--- src/rtl/addsub_pkg.sv ---
// Shared types and default sizing for the chunk-serial adder/subtractor.
package addsub_pkg;

  localparam int WIDTH_DEF = 16;
  localparam int CHUNK_DEF = 4;

  typedef enum logic [1:0] {
    IDLE = 2'd0,
    CALC = 2'd1,
    DONE = 2'd2
  } state_t;

endpackage

--- src/rtl/adder_chunk.sv ---
// Combinational CHUNK-bit ripple adder; also exposes the carry into its top bit
// so the caller can form signed overflow on the most significant chunk.
module adder_chunk #(
  parameter int CHUNK = addsub_pkg::CHUNK_DEF
) (
  input  logic [CHUNK-1:0] a,
  input  logic [CHUNK-1:0] b,
  input  logic             ci,
  output logic [CHUNK-1:0] s,
  output logic             co,
  output logic             c_msb
);

  logic [CHUNK:0] c;

  assign c[0] = ci;

  for (genvar i = 0; i < CHUNK; i++) begin : g_bit
    full_adder_1bit u_fa (
      .a  (a[i]),
      .b  (b[i]),
      .ci (c[i]),
      .s  (s[i]),
      .co (c[i+1])
    );
  end

  assign co    = c[CHUNK];
  assign c_msb = c[CHUNK-1];

endmodule

--- src/rtl/full_adder_1bit.sv ---
// One-bit full adder cell used to build the ripple chunk.
module full_adder_1bit (
  input  logic a,
  input  logic b,
  input  logic ci,
  output logic s,
  output logic co
);

  assign s  = a ^ b ^ ci;
  assign co = (a & b) | (ci & (a ^ b));

endmodule

--- src/rtl/addsub_seq.sv ---
// Sequential two's-complement add/subtract: one CHUNK-bit slice per cycle through
// a single shared adder, with optional signed saturation and a valid/ready handshake.
module addsub_seq
  import addsub_pkg::*;
#(
  parameter int WIDTH = WIDTH_DEF,
  parameter int CHUNK = CHUNK_DEF
) (
  input  logic             clk,
  input  logic             rst,
  input  logic             in_valid,
  output logic             in_ready,
  input  logic [WIDTH-1:0] a,
  input  logic [WIDTH-1:0] b,
  input  logic             sub,
  input  logic             sat,
  output logic             out_valid,
  input  logic             out_ready,
  output logic [WIDTH-1:0] sum,
  output logic             ovfl,
  output logic             cout
);

  localparam int NCHUNK = WIDTH / CHUNK;
  localparam int IDX_W  = (NCHUNK > 1) ? $clog2(NCHUNK) : 1;
  localparam logic [IDX_W-1:0] LAST_IDX = IDX_W'(NCHUNK - 1);
  localparam logic [WIDTH-1:0] SAT_POS  = {1'b0, {(WIDTH-1){1'b1}}};
  localparam logic [WIDTH-1:0] SAT_NEG  = {1'b1, {(WIDTH-1){1'b0}}};

  state_t           state;
  logic [IDX_W-1:0] idx;
  logic             carry;
  logic             sat_q;
  logic [WIDTH-1:0] a_q;
  logic [WIDTH-1:0] b_q;
  logic [WIDTH-1:0] acc;

  logic [CHUNK-1:0] chunk_sum;
  logic             chunk_cout;
  logic             chunk_cmsb;
  logic             ovfl_next;
  logic [WIDTH-1:0] raw_sum;
  logic [WIDTH-1:0] final_sum;

  adder_chunk #(.CHUNK(CHUNK)) u_adder (
    .a     (a_q[idx*CHUNK +: CHUNK]),
    .b     (b_q[idx*CHUNK +: CHUNK]),
    .ci    (carry),
    .s     (chunk_sum),
    .co    (chunk_cout),
    .c_msb (chunk_cmsb)
  );

  // Only meaningful on the last chunk, where chunk_cmsb is the carry into bit WIDTH-1.
  always_comb begin
    ovfl_next = chunk_cmsb ^ chunk_cout;
    raw_sum   = acc;
    raw_sum[idx*CHUNK +: CHUNK] = chunk_sum;
    final_sum = raw_sum;
    if (sat_q && ovfl_next) begin
      final_sum = a_q[WIDTH-1] ? SAT_NEG : SAT_POS;
    end
  end

  // Gated by rst so nothing is offered while the block is being reset.
  assign in_ready = (state == IDLE) && !rst;

  // NOTE: every register, datapath included, is cleared by the synchronous reset and
  // updated with non-blocking assignments so all state moves together on the edge.
  always_ff @(posedge clk) begin
    if (rst) begin
      state     <= IDLE;
      idx       <= '0;
      carry     <= 1'b0;
      sat_q     <= 1'b0;
      a_q       <= '0;
      b_q       <= '0;
      acc       <= '0;
      out_valid <= 1'b0;
      sum       <= '0;
      ovfl      <= 1'b0;
      cout      <= 1'b0;
    end else begin
      case (state)
        IDLE: begin
          if (in_valid) begin
            a_q   <= a;
            b_q   <= b ^ {WIDTH{sub}};
            carry <= sub;
            sat_q <= sat;
            idx   <= '0;
            state <= CALC;
          end
        end
        CALC: begin
          acc[idx*CHUNK +: CHUNK] <= chunk_sum;
          carry <= chunk_cout;
          if (idx == LAST_IDX) begin
            sum       <= final_sum;
            ovfl      <= ovfl_next;
            cout      <= chunk_cout;
            out_valid <= 1'b1;
            idx       <= '0;
            state     <= DONE;
          end else begin
            idx <= idx + IDX_W'(1);
          end
        end
        DONE: begin
          if (out_ready) begin
            out_valid <= 1'b0;
            state     <= IDLE;
          end
        end
        default: state <= IDLE;
      endcase
    end
  end

endmodule

--- config.mk ---
export PLATFORM = sky130hd
export DESIGN_NAME = addsub_seq
export DESIGN_NICKNAME = d
export VERILOG_FILES = /design/src/rtl/addsub_pkg.sv /design/src/rtl/adder_chunk.sv /design/src/rtl/full_adder_1bit.sv /design/src/rtl/addsub_seq.sv
export SDC_FILE = /design/constraint.sdc
export NUM_CORES = 1
export LEC_CHECK = 0
export CAP_MARGIN = 40
export CORE_ASPECT_RATIO = 1.5
export CORE_MARGIN = 3
export CORE_UTILIZATION = 45
export CTS_CLUSTER_SIZE = 28
export DETAILED_ROUTE_END_ITERATION = 7
export PLACE_DENSITY = 0.8
export SYNTH_ARGS = -nofsm -noshare
export SYNTH_HDL_FRONTEND = slang
export SYNTH_HIERARCHICAL = 1
export SYNTH_SLANG_ARGS = --single-unit
--- constraint.sdc ---
create_clock -name clk -period 3.9 [get_ports clk]
set_clock_uncertainty 0.15 [all_clocks]
set_input_delay 0.39 -clock clk [delete_from_list [all_inputs] [get_ports clk]]
set_output_delay 0.39 -clock clk [all_outputs]
set_load 0.01 [all_outputs]
# Word level (Yosys, flattened, before mapping)
# Index checks and enable logic that the tools add are counted.
# totals
wordCells	71
regBits	73
in_bits	38
output_inout_bits	20
# classes
reduce_logical	11
add_sub_neg	2
n_bitwise	22
eq_ne	6
mux	15
n_shift	4
# ops
cell	count
negation 4 -> 34 bit	1
variable shift 4 x 34 -> 16 bit (first input constant)	1
variable part select 4 x 34 -> 16 bit	1
2-to-1 mux 16 bit	2
variable part select 16 x 5 -> 4 bit	2
bitwise mux 16 bit	1
XOR 16 bit	1
2-to-1 mux 2 bit	5
XOR 1 bit	9
bitwise AND 1 bit	8
!= test 2 bit (second input constant)	3
case mux 2 bit (3 select lines)	1
AND reduction 2 bit	3
AND reduction 3 bit	2
equality test 2 bit (second input constant)	2
OR 1 bit	4
case mux 1 bit (2 select lines)	2
case mux 2 bit (2 select lines)	1
nonzero test 2 bit	2
2-to-1 mux 1 bit	3
adder 2 x 1 -> 2 bit (second input constant)	1
equality test 2 x 1 -> 1 bit (second input constant)	1
logical AND 1 bit	2
zero test 2 bit	1
zero test 1 bit	1

# Depth between registers and ports, before layout
# logic_depth
word_depth	13
ltp_mapped	11
depth_no_buf	9

# Modules after synthesis
# Netlist, hierarchy kept.
# modules_own_cells
module	area_per_inst_um2	cells_each	seq_area_each_um2	instances
addsub_seq	3286.9	357	1461.4	1
full_adder_1bit	20.0	1	0.0	4

# Worst setup path before layout
# Ideal clock, no wire load.
# synth_path
path_type	flip-flop to flip-flop
from	reg idx[0]
to	reg sum[14]
slack_ns	-0.098
setup_time_ns	0.069
arrival_time_ns	3.779
required_ns	3.681
stages_incl_launch_ff	11
cell_sequence	dfxtp_1 buf_2 mux4_2 fa_1 fa_1 fa_1 fa_1 xor2_1 a311o_1 buf_6 o21ai_1
# synth_between
elab_chain_cells	13
elab_cells_between_ends	31
# synth_rtl
element	line_no	source
start, declared	addsub_seq.sv:31	logic [IDX_W-1:0] idx;
start signal, assigned	addsub_seq.sv:106	idx <= idx + IDX_W'(1);
variable part select 16 x 5 -> 4 bit, on equally long branches	addsub_seq.sv:46, addsub_seq.sv:47	
XOR 1 bit	full_adder_1bit.sv:11	assign co = (a & b) | (ci & (a ^ b));
bitwise AND 1 bit	full_adder_1bit.sv:11	
OR 1 bit (*)	full_adder_1bit.sv:11	
via u_adder.c[1]	adder_chunk.sv:14	logic [CHUNK:0] c;
bitwise AND 1 bit (*)	full_adder_1bit.sv:11	
OR 1 bit (*)	full_adder_1bit.sv:11	
via u_adder.c[2]	adder_chunk.sv:14	
bitwise AND 1 bit (*)	full_adder_1bit.sv:11	
OR 1 bit (*)	full_adder_1bit.sv:11	
via chunk_cmsb	addsub_seq.sv:40	logic chunk_cmsb;
bitwise AND 1 bit (*)	full_adder_1bit.sv:11	
OR 1 bit (*)	full_adder_1bit.sv:11	
via chunk_cout	addsub_seq.sv:39	logic chunk_cout;
XOR 1 bit (*)	addsub_seq.sv:56	ovfl_next = chunk_cmsb ^ chunk_cout;
logical AND 1 bit (*)	addsub_seq.sv:60	if (sat_q && ovfl_next) begin
2-to-1 mux 16 bit (*)	addsub_seq.sv:60	
end signal, assigned	addsub_seq.sv:99	sum <= final_sum;
end, declared	addsub_seq.sv:19	output logic [WIDTH-1:0] sum,
# Mark *: on every way through the listed nets, which the timed path passes. The rest lies on a longest branch.
# A chain may end at the register's enable or synchronous reset.

# Final worst setup path
# layout_path
from	reg idx[0]
to	reg sum[9]
# The elaborated chain is that of the path after synthesis.

==> impl_metrics.yaml <==
clock_network:
  cts.sinks: 73
  clockBufferDepth: 2
  cts_made_buffers: 9
  insertion_delay_ps: 360
  cts_root_buf: "clkbuf_8"
  cts_tree: "yes"
  clkSlewWorstSetupHoldPaths_ps: 70
  htree_levels: 3
sta:
  whs_ps: 298
  relSlewSlack_pct: 53.6
  worstMarginPinSlew_ps: 696
  post-route-period-util_pct: 95.8
  setup_viol: 0
  period_needed_ps: 3730
  slew_violations: 0
  max_freq_ghz: 0.268
  fin_tns_setup_ps: 0
  rsz0062_at_grt: "no"
  worst_slack_ps: 166
  hold_viol: 0
die:
  die_y_um: 112
  die_x_um: 76.6
  io_pins: 58
  initial_core_util_pct: 46.3
  design.core.area_um2: 7270
  die_area_um2: 8580
  rows: 38
worst_hold_path:
  hp-class: "flop to flop"
  min_from: "sum[10]"
  min_to: "sum[10]"
  holdPathStages: 2
setup_path:
  reg2reg_from: "idx[0]"
  crit_type: "flop to flop"
  cpMaxStageDelayCell: "mux4_2"
  required_ps: 4040
  slowest_delay_ps: 520
  reg2reg_setup_slack_ps: 170
  worstPathArrival_ps: 3870
  cp-start-kind: "flop"
  critPathMaxFanout: 11
  r2r.worst_path.cells: 9
  crit_chain: "mux4_2 -> fa_1 -> fa_1 -> fa_1 -> fa_2 -> xor2_2 -> a311o_2 -> buf_4 -> o21ai_1"
  worstReg2RegEnd: "sum[9]"
  path_buf_inv: 1
  critPathTopFamily: "adder cells"
  crit_path_frequent_cell: "fa_1"
  worstSetupEndpointType: "flop"
detailed_routing:
  wl_per_cell_um: 14.4
  first_pass_iters: 4
  drc: 0
  finalWirelength_um: 7440
  drtIter0Drc: 214
  ant_nets: 0
  via_per_inst: 5.34
  vias: 2764
global_routing:
  grt_pass1_wl_um: 12300
  grt_pass1_vias: 2660
  grtUsageTotal_pct: 18.4
  overflow: 0
  antenna_found_initial: 0
  grt_max_degree: 62
power_and_ir_drop:
  peakVddDrop_mv: 0.221
  clkPwrFrac_pct: 40.5
  swShare_pct: 24.8
  internal_power_mw: 1.34
  finalPower_mw: 1.78
  pwr-share-comb_pct: 14.7
  p_leak_nw: 1.57
  seqPwrFrac_pct: 44.8
  netSwitchingPower_mw: 0.440
  powerDensity_nw_per_um2: 416
synthesis:
  synth_area_leader_cell: "dfxtp_1"
  yosysSeqAreaShare_pct: 43.4
  synth_seq_cells: 73
  yosysWarnings: 6
  synth_cells: 361
  yosys.area.top_type_share_pct: 43.4
  synth_top_cells_by_area: "dfxtp_1 (43%), nand2_1 (5.9%), a21oi_1 (4.8%)"
  avgSynthCellArea_um2: 9.33
  ys_types: 46
  syn_area_um2: 3370
  syn_nets: 409
outcome:
  status: "completed"
layout:
  stdcell_count: 518
  layout-drive-gt1-share_pct: 11.7
  num-nets-final: 461
  fin_area_um2: 4270
  multiInputGateArea_um2: 1760
  final_core_util_pct: 58.8
  diodes: 0
  area_growth_pct: 26.9
  fillers: 644
  seqCellArea_um2: 1460
placed_design:
  place_area_um2: 3990
  io_buffers: 57
  gp_congestion: 0.839
  dp_slack_ps: -68.0
  dp.cells: 498
  dp_hpwl_um: 5210
run:
  cap_violations: 0
==> power by group through the flow <==
stage | Clock (mW) | Sequential, mW | Combinational [mW]
floorplan | 0 | 0.807 | 0.175
global placement | 0 | 0.813 | 0.250
detailed placement | 0 | 0.814 | 0.258
CTS | 0.734 | 0.797 | 0.259
global route | 0.766 | 0.801 | 0.285
finish | 0.719 | 0.797 | 0.261
==> worst max-delay path by stage <==
stage                          to  depth (start not counted)  startpoint
after detailed placement   sum[0]                          9      idx[0]
after floorplan           sum[14]                         10      idx[1]
final                      sum[9]                          9      idx[0]
after CTS                  sum[6]                          9      idx[0]
after global placement     sum[2]                          9      idx[0]
after global routing      sum[12]                          9      idx[0]
==> cells in the mapped netlist, drive strengths merged <==
cell     instances
and4bb           1
a211oi          18
a221oi          10
mux2i            1
a22oi            8
nand4bb          1
nand4            1
inv              5
nand3            4
nand2b           4
nand3b           2
a31oi            1
and2             2
or2              1
nor3b            3
xor2             1
a21o             5
xnor2           16
and2b            1
fa               4
nand2           53
o41ai            1
mux4             8
buf             17
nor3             3
a21oi           33
a2bb2oi          1
dfxtp           73
nor2b            4
or3              1
a311o            1
a32oi            8
nor2            41
ha               6
or3b             1
o21ai           10
clkbuf          11
==> what timing repair did <==
item | in CTS | in global routing
hold buffers | 0 | 0
resized for setup | 2 | 3
pin swaps | 0 | 1
setup buffers | 0 | 4
gates cloned | 0 | 0
setup endpoints to repair | 6 | 6
==> layout make-up <==
class	count	share of cell area (%)
clock buffers	11	3.31
clock inverters	5	2.40
inverters	5	0.439
multi-input cells	255	41.2
flip-flops and latches	73	34.2
well taps	100	2.93
repair buffers	69	15.5
==> worst register-to-register path: stages (launching register included) <==
cell and delay, ps:
dfxtp_2 340, mux4_2 520, fa_1 450, fa_1 400
fa_1 460, fa_2 410, xor2_2 210, a311o_2 440
buf_4 180, o21ai_1 120
==> routing by layer <==
layer  vias up  track usage [%]  part of all wire [%]
met3        21             5.10                   4.4
met2        72             33.4                    53
met4         0             8.95                   3.5
met1      1296             19.3                    39
met5         -                0                     0
li1       1375                -                     -
==> placed cells by master, fill, tap and decap left out, types with 2 or more instances in the layout <==
| master | Yosys | final |
|---|---|---|
| nand3_1 | 4 | 4 |
| nor2_1 | 40 | 40 |
| fa_1 | 4 | 3 |
| xnor2_1 | 16 | 16 |
| buf_4 | 1 | 11 |
| nand2b_1 | 4 | 4 |
| nor3b_4 | 2 | 2 |
| bufinv_16 | 0 | 3 |
| a211oi_1 | 18 | 18 |
| inv_1 | 5 | 5 |
| a21o_1 | 5 | 5 |
| a32oi_1 | 8 | 8 |
| a21oi_1 | 32 | 32 |
| nor3_1 | 3 | 3 |
| clkbuf_8 | 0 | 10 |
| mux4_2 | 7 | 7 |
| a22oi_1 | 8 | 8 |
| a221oi_1 | 9 | 9 |
| nor2b_1 | 4 | 4 |
| clkdlybuf4s50_1 | 0 | 56 |
| dfxtp_1 | 73 | 72 |
| ha_1 | 6 | 6 |
| nand2_1 | 53 | 53 |
| o21ai_1 | 10 | 10 |
==> flip-flops by register name, indices dropped and copies added, names as in the netlist, 2 cells and up <==
signal	count
sum	16
acc	16
a_q	16
state	2
b_q	16
idx	2
==> kinds of logic after synthesis <==
group,count (synthesis),synth area share [%]
AND/OR/NAND/NOR,123,17.6
AO/OA/AOI/OAI,96,19.5
flip-flops,73,43.4
buffers and inverters,33,4.72
XOR/XNOR,17,4.42
adder cells (fa/ha/maj),10,4.61
multiplexers,9,5.76
Power figures use the tool's default switching activity.
==> RTL edit 1, RTL diff (same flow settings) <==
Re-encode `state_t` (3 states) as one-hot, 3 bits wide.
--- a/src/rtl/addsub_pkg.sv
+++ b/src/rtl/addsub_pkg.sv
@@ -6,6 +6,6 @@
 
-  typedef enum logic [1:0] {
-    IDLE = 2'd0,
-    CALC = 2'd1,
-    DONE = 2'd2
+  typedef enum logic [2:0] {
+    IDLE = 3'b001,
+    CALC = 3'b010,
+    DONE = 3'b100
   } state_t;
Check against the original RTL: same outputs for any inputs over 10 cycles, from zero or initial values and one cycle with rst high; not proved beyond that.
==> RTL edit 1 against the unedited design <==
- count of clock-buffer cells in the layout increased by 1
- sequential cell count rose by 1
- total power is 10% lower
- area after synthesis up 0.97%
- design area fell by 1.5%
- sequential share of layout area increased by 0.99 points
- sequential power increased by 1%
- global-route usage decreased by 0.11 points
- wire length fell by 0.94%
- hold slack better by 0.0043 ns
- setup slack got worse by 0.019 ns
==> RTL edit 1: results (changes against the unedited design) <==
[global_route]
grt_start_max_net_pins=52  ; was 62
grt_pass1_wl_mm=12.6  ; was 12.3 mm
grt_usage=0.183  ; was 0.184

[pwr]
power.switching_uw=397  ; was 440 µW
pg_clk_uw=569  ; was 719 µW
combPwrFrac=0.139  ; was 0.147
vdd_drop_max_v=0.000250  ; was 0.000221 V
p_leak_uw=0.00143  ; was 0.00157 µW

[status]
outcome=completed  ; unchanged

[sta]
fin_hold_ws_ns=0.302  ; was 0.298 ns
tightest_slew_ns=0.872  ; was 0.696 ns

[placed_design]
dpl-instance-area_um2=4000  ; was 3990 µm²
post-place-ws_ns=0.0344  ; was -0.0680 ns
gp_congestion=0.822  ; was 0.839

[critical_path]
cp-startpoint=idx[1]$_SDFFE_PP0P_  ; was idx[0]$_SDFFE_PP0P_
critPathMaxFanout=15  ; was 11

[route]
route.met2.wl_mm=4.04  ; was 3.96 mm
wl_per_cell_um=14.1  ; was 14.4 µm
wl_met3_um=351  ; was 328 µm

[logic_synthesis]
synth_area_leaders=dfxtp_1 44%, nand2_1 7.1%, mux4_2 5.3%, a211oi_1 4.2%, xnor2_1 4.1%  ; was dfxtp_1 43%, nand2_1 5.9%, a21oi_1 4.8%, mux4_2 4.7%, nor2_1 4.5%
synth_cells=376  ; was 361
postSynthNetCount=424  ; was 409
yosysUniqueCellTypes=42  ; was 46
ys_top_cells_by_count=74 x dfxtp_1, 64 x nand2_1, 37 x nor2_1, 27 x a21oi_1, 20 x clkbuf_1  ; was 73 x dfxtp_1, 53 x nand2_1, 40 x nor2_1, 32 x a21oi_1, 18 x a211oi_1

[layout]
fin_nets=466  ; was 461
layout-drive-gt1-share=0.104  ; was 0.117

[min_path]
hold_end=sum[7]$_SDFFE_PP0P_  ; was sum[10]$_SDFFE_PP0P_

==> RTL edit 1: cell count changes in the layout (fill, tap and decap cells not counted), moves of 5 or more <==
cell / unedited run / this run
nand2_1: 53 / 64
a21oi_1: 32 / 27
a22oi_1: 8 / 13
a32oi_1: 8 / 0
o21ai_0: 0 / 5
==> RTL edit 1: cells by family (layout without fill, tap and decap cells) <==
kind of cell / Yosys count / in the layout / share of synthesized area
DFF: 74 / 74 / 0.436
AOI/OAI and AO/OA: 93 / 93 / 0.179
buffers and inverters: 40 / 86 / 0.0552
and+or+nand+nor: 134 / 134 / 0.187
muxes: 8 / 8 / 0.0530
xor gates and xnor gates: 17 / 17 / 0.0438
adders and majority gates: 10 / 10 / 0.0456
==> RTL edit 1: through the flow <==
stage | utilization | total power [µW] | instances
after floorplan | - | 963 | 376
final | 0.579 | 1600 | 522
after CTS | 0.576 | 1610 | 522
after global routing | 0.579 | 1670 | 522
after detailed placement | 0.550 | 1040 | 507
after global placement | 0.549 | 1030 | 506
==> RTL edit 1: critical path, stage by stage (launching register included) <==
cell	delay (ns)
dfxtp_1	0.39
mux4_2	0.54
fa_1	0.42
fa_1	0.40
fa_2	0.38
fa_2	0.37
xor2_1	0.19
and2_2	0.26
a211o_4	0.41
o21ai_0	0.17
==> RTL edit 1: repair_timing <==
action                     CTS  global route
resized for setup            0             7
setup endpoints to repair    0            16
buffers inserted             0             0
==> RTL edit 1: metal layers <==
metal  vias to the layer above  global-route usage
met5                         -                   0
met4                         0              0.0883
met3                        11              0.0498
met2                        87               0.342
met1                      1316               0.183
li1                       1408                   -
==> RTL edit 1: final cells by class <==
class,count,area [µm²]
fill,672,3060
multi-input combinational,262,1770
sequential,74,1480
timing repair buffer,64,618
clock buffer,12,145
tap,100,125
clock inverter,3,40.0
inverter,7,26.3
==> RTL edit 2, RTL diff (same settings) <==
Made on the original files. Change the package constant `CHUNK_DEF` from 4 to 16.
--- a/src/rtl/addsub_pkg.sv
+++ b/src/rtl/addsub_pkg.sv
@@ -4,3 +4,3 @@
   localparam int WIDTH_DEF = 16;
-  localparam int CHUNK_DEF = 4;
+  localparam int CHUNK_DEF = 16;
 
Check against the original RTL: not equivalent (a bounded check fails within 4 cycles, from zero or initial values and one cycle with rst high).
==> RTL edit 2 against the unedited design <==
- the run now ends with negative setup slack left
- design area is 22% lower
- maximum frequency is 47% lower
- total power shrank 32%
- wire length decreased by 33%
- setup slack got worse by 3.3 ns
- area after synthesis fell by 25%
- sequential cell count fell by 18
- combinational power is 2% higher
==> RTL edit 2: results (changes against the unedited design) <==
[route]
avgViaCountPerCell=5.04  ; was 5.34
routed_wl_mm=4.95  ; was 7.44 mm
wl_per_cell_um=12.8  ; was 14.4 µm
drtIter0Drc=98  ; was 214
dr.pass1.iters=4  ; unchanged

[placed_design]
gp_congestion=0.825  ; was 0.839
dp_cells=376  ; was 498
dpl.hpwl_mm=3.71  ; was 5.21 mm
dpl-instance-area_um2=3210  ; was 3990 µm²
portBuffers=57  ; unchanged

[sta]
fin_tns_setup_ns=-58.51  ; was 0 ns
fin_ws_ns=-3.15  ; was 0.166 ns
setup_viol_count_final=19  ; was 0
tightest_slew_ns=0.667  ; was 0.696 ns

[status]
outcome=complete, but fails checks  ; was completed
violations=negative setup slack

[logic_synthesis]
async_flop_share=0  ; unchanged
synth-seq-area-share=0.436  ; was 0.434
postSynthNetCount=316  ; was 409
yosysUniqueCellTypes=28  ; was 46
syn_avg_cell_area_um2=9.65  ; was 9.33 µm²
ys_top_cells_by_count=55 x dfxtp_1, 38 x nand2_1, 34 x nor2_1, 22 x a211oi_1, 20 x a21oi_1  ; was 73 x dfxtp_1, 53 x nand2_1, 40 x nor2_1, 32 x a21oi_1, 18 x a211oi_1
synth_area_leaders=dfxtp_1 44%, fa_1 13%, a211oi_1 6.5%, nand2_1 5.6%, xnor2_1 5.5%  ; was dfxtp_1 43%, nand2_1 5.9%, a21oi_1 4.8%, mux4_2 4.7%, nor2_1 4.5%

[global_route]
grt_pass1_wl_mm=8.60  ; was 12.3 mm
grt_pass1_vias=1931  ; was 2660
grt_start_max_net_pins=56  ; was 62
grt_usage=0.169  ; was 0.184

[clocking]
htree_levels=2  ; was 3
clock_latency_ns=0.31  ; was 0.36 ns
cts_buffers=5  ; was 9
clk_path_buf_depth=2  ; unchanged
clk_transition_reported_paths_ns=0.09  ; was 0.07 ns
cts-root-buf=clkbuf_8  ; unchanged

[pwr]
p_leak_uw=0.00116  ; was 0.00157 µW
vdd_drop_max_v=0.000238  ; was 0.000221 V
p_seq_frac=0.528  ; was 0.448
internal-power_uw=885  ; was 1340 µW
combPwrFrac=0.220  ; was 0.147

[critical_path]
critPathArrivalTime_ns=7.13  ; was 3.87 ns
endpoint=sum[7]$_SDFFE_PP0N_  ; was sum[9]$_SDFFE_PP0P_
reg2reg_depth=19  ; was 9
critPathMaxFanout=7  ; was 11
ff2ff_setup_slack_ns=-3.15  ; was 0.17 ns
startpoint_type=register  ; unchanged
r2r_start=a_q[0]$_SDFFE_PP0P_  ; was idx[0]$_SDFFE_PP0P_

[layout]
layout-drive-gt1-share=0.164  ; was 0.117
n_antenna_cell=0  ; unchanged
fillerInstances=456  ; was 644
fin_nets=371  ; was 461
fin_util=0.629  ; was 0.588

-- RTL edit 2: cell types whose count changed after synthesis, sizes merged, moves of 10 or more --
cell	change
a211oi	+14
a21oi	-13
a221oi	-10
dfxtp	-18
fa	+12
nand2	-15
-- RTL edit 2: timing repair --
item / 4_1_cts / 5_1_grt
setup endpoints to repair: 19 / 19
cloned: 1 / 0
pin swaps: 5 / 2
buffers inserted: 1 / 0
resized for setup: 2 / 1
-- RTL edit 2: final cells by class --
type                            count  area share
Sequential cell                    55       0.331
Inverter                            1     0.00113
Multi-Input combinational cell    187       0.420
Tap cell                           68      0.0256
Clock buffer                        6      0.0248
Clock inverter                      1     0.00150
Timing Repair Buffer               67       0.196
-- RTL edit 2: cell families after synthesis --
logic type,count (synthesis),synth area share
AO/OA/AOI/OAI,71,0.199
XOR/XNOR,17,0.0619
adder cells (fa/ha/maj),16,0.127
buffers and inverters,21,0.0416
flip-flops,55,0.436
AND/OR/NAND/NOR,82,0.135
-- RTL edit 2: through the flow --
| stage | total power [µW] | hold WS, ns | worst slack [ns] |
|---|---|---|---|
| global placement | 911 | 0.306 | -3.09 |
| finish | 1210 | 0.337 | -3.15 |
| CTS | 1230 | 0.338 | -3.15 |
| floorplan | 807 | 0.300 | -3.07 |
| global route | 1290 | 0.355 | -3.32 |
| detailed placement | 919 | 0.325 | -3.15 |
-- RTL edit 2: worst min-delay path by stage --
| stage | startpoint | endpoint | slack (ns) |
|---|---|---|---|
| final | a_q[0]$_SDFFE_PP0P_ | a_q[0]$_SDFFE_PP0P_ | 0.34 |
| after global routing | a_q[0]$_SDFFE_PP0P_ | a_q[0]$_SDFFE_PP0P_ | 0.36 |
| after CTS | sat_q$_SDFFE_PP0P_ | sat_q$_SDFFE_PP0P_ | 0.34 |
| after detailed placement | sat_q$_SDFFE_PP0P_ | sat_q$_SDFFE_PP0P_ | 0.33 |
| after global placement | cout$_SDFFE_PP0N_ | cout$_SDFFE_PP0N_ | 0.31 |
| after floorplan | sat_q$_SDFFE_PP0P_ | sat_q$_SDFFE_PP0P_ | 0.30 |
-- RTL edit 2: routing by layer --
metal | up-vias | share of wire | track usage
met5 | - | 0 | 0
met2 | 52 | 0.51 | 0.277
met4 | 0 | 0.025 | 0.0813
met1 | 876 | 0.42 | 0.203
li1 | 1003 | - | -
met3 | 9 | 0.052 | 0.0414
-- RTL edit 2: worst max-delay path: stages, from the launching register on --
cell	delay, ns
dfxtp_2	0.34
fa_2	0.38
fa_2	0.35
fa_2	0.35
fa_2	0.35
fa_2	0.35
fa_2	0.35
fa_2	0.35
fa_2	0.35
fa_2	0.35
fa_2	0.37
fa_2	0.35
fa_2	0.35
fa_2	0.35
fa_2	0.35
fa_2	0.36
fa_2	0.40
xnor2_4	0.16
o31a_2	0.45
a211oi_2	0.19
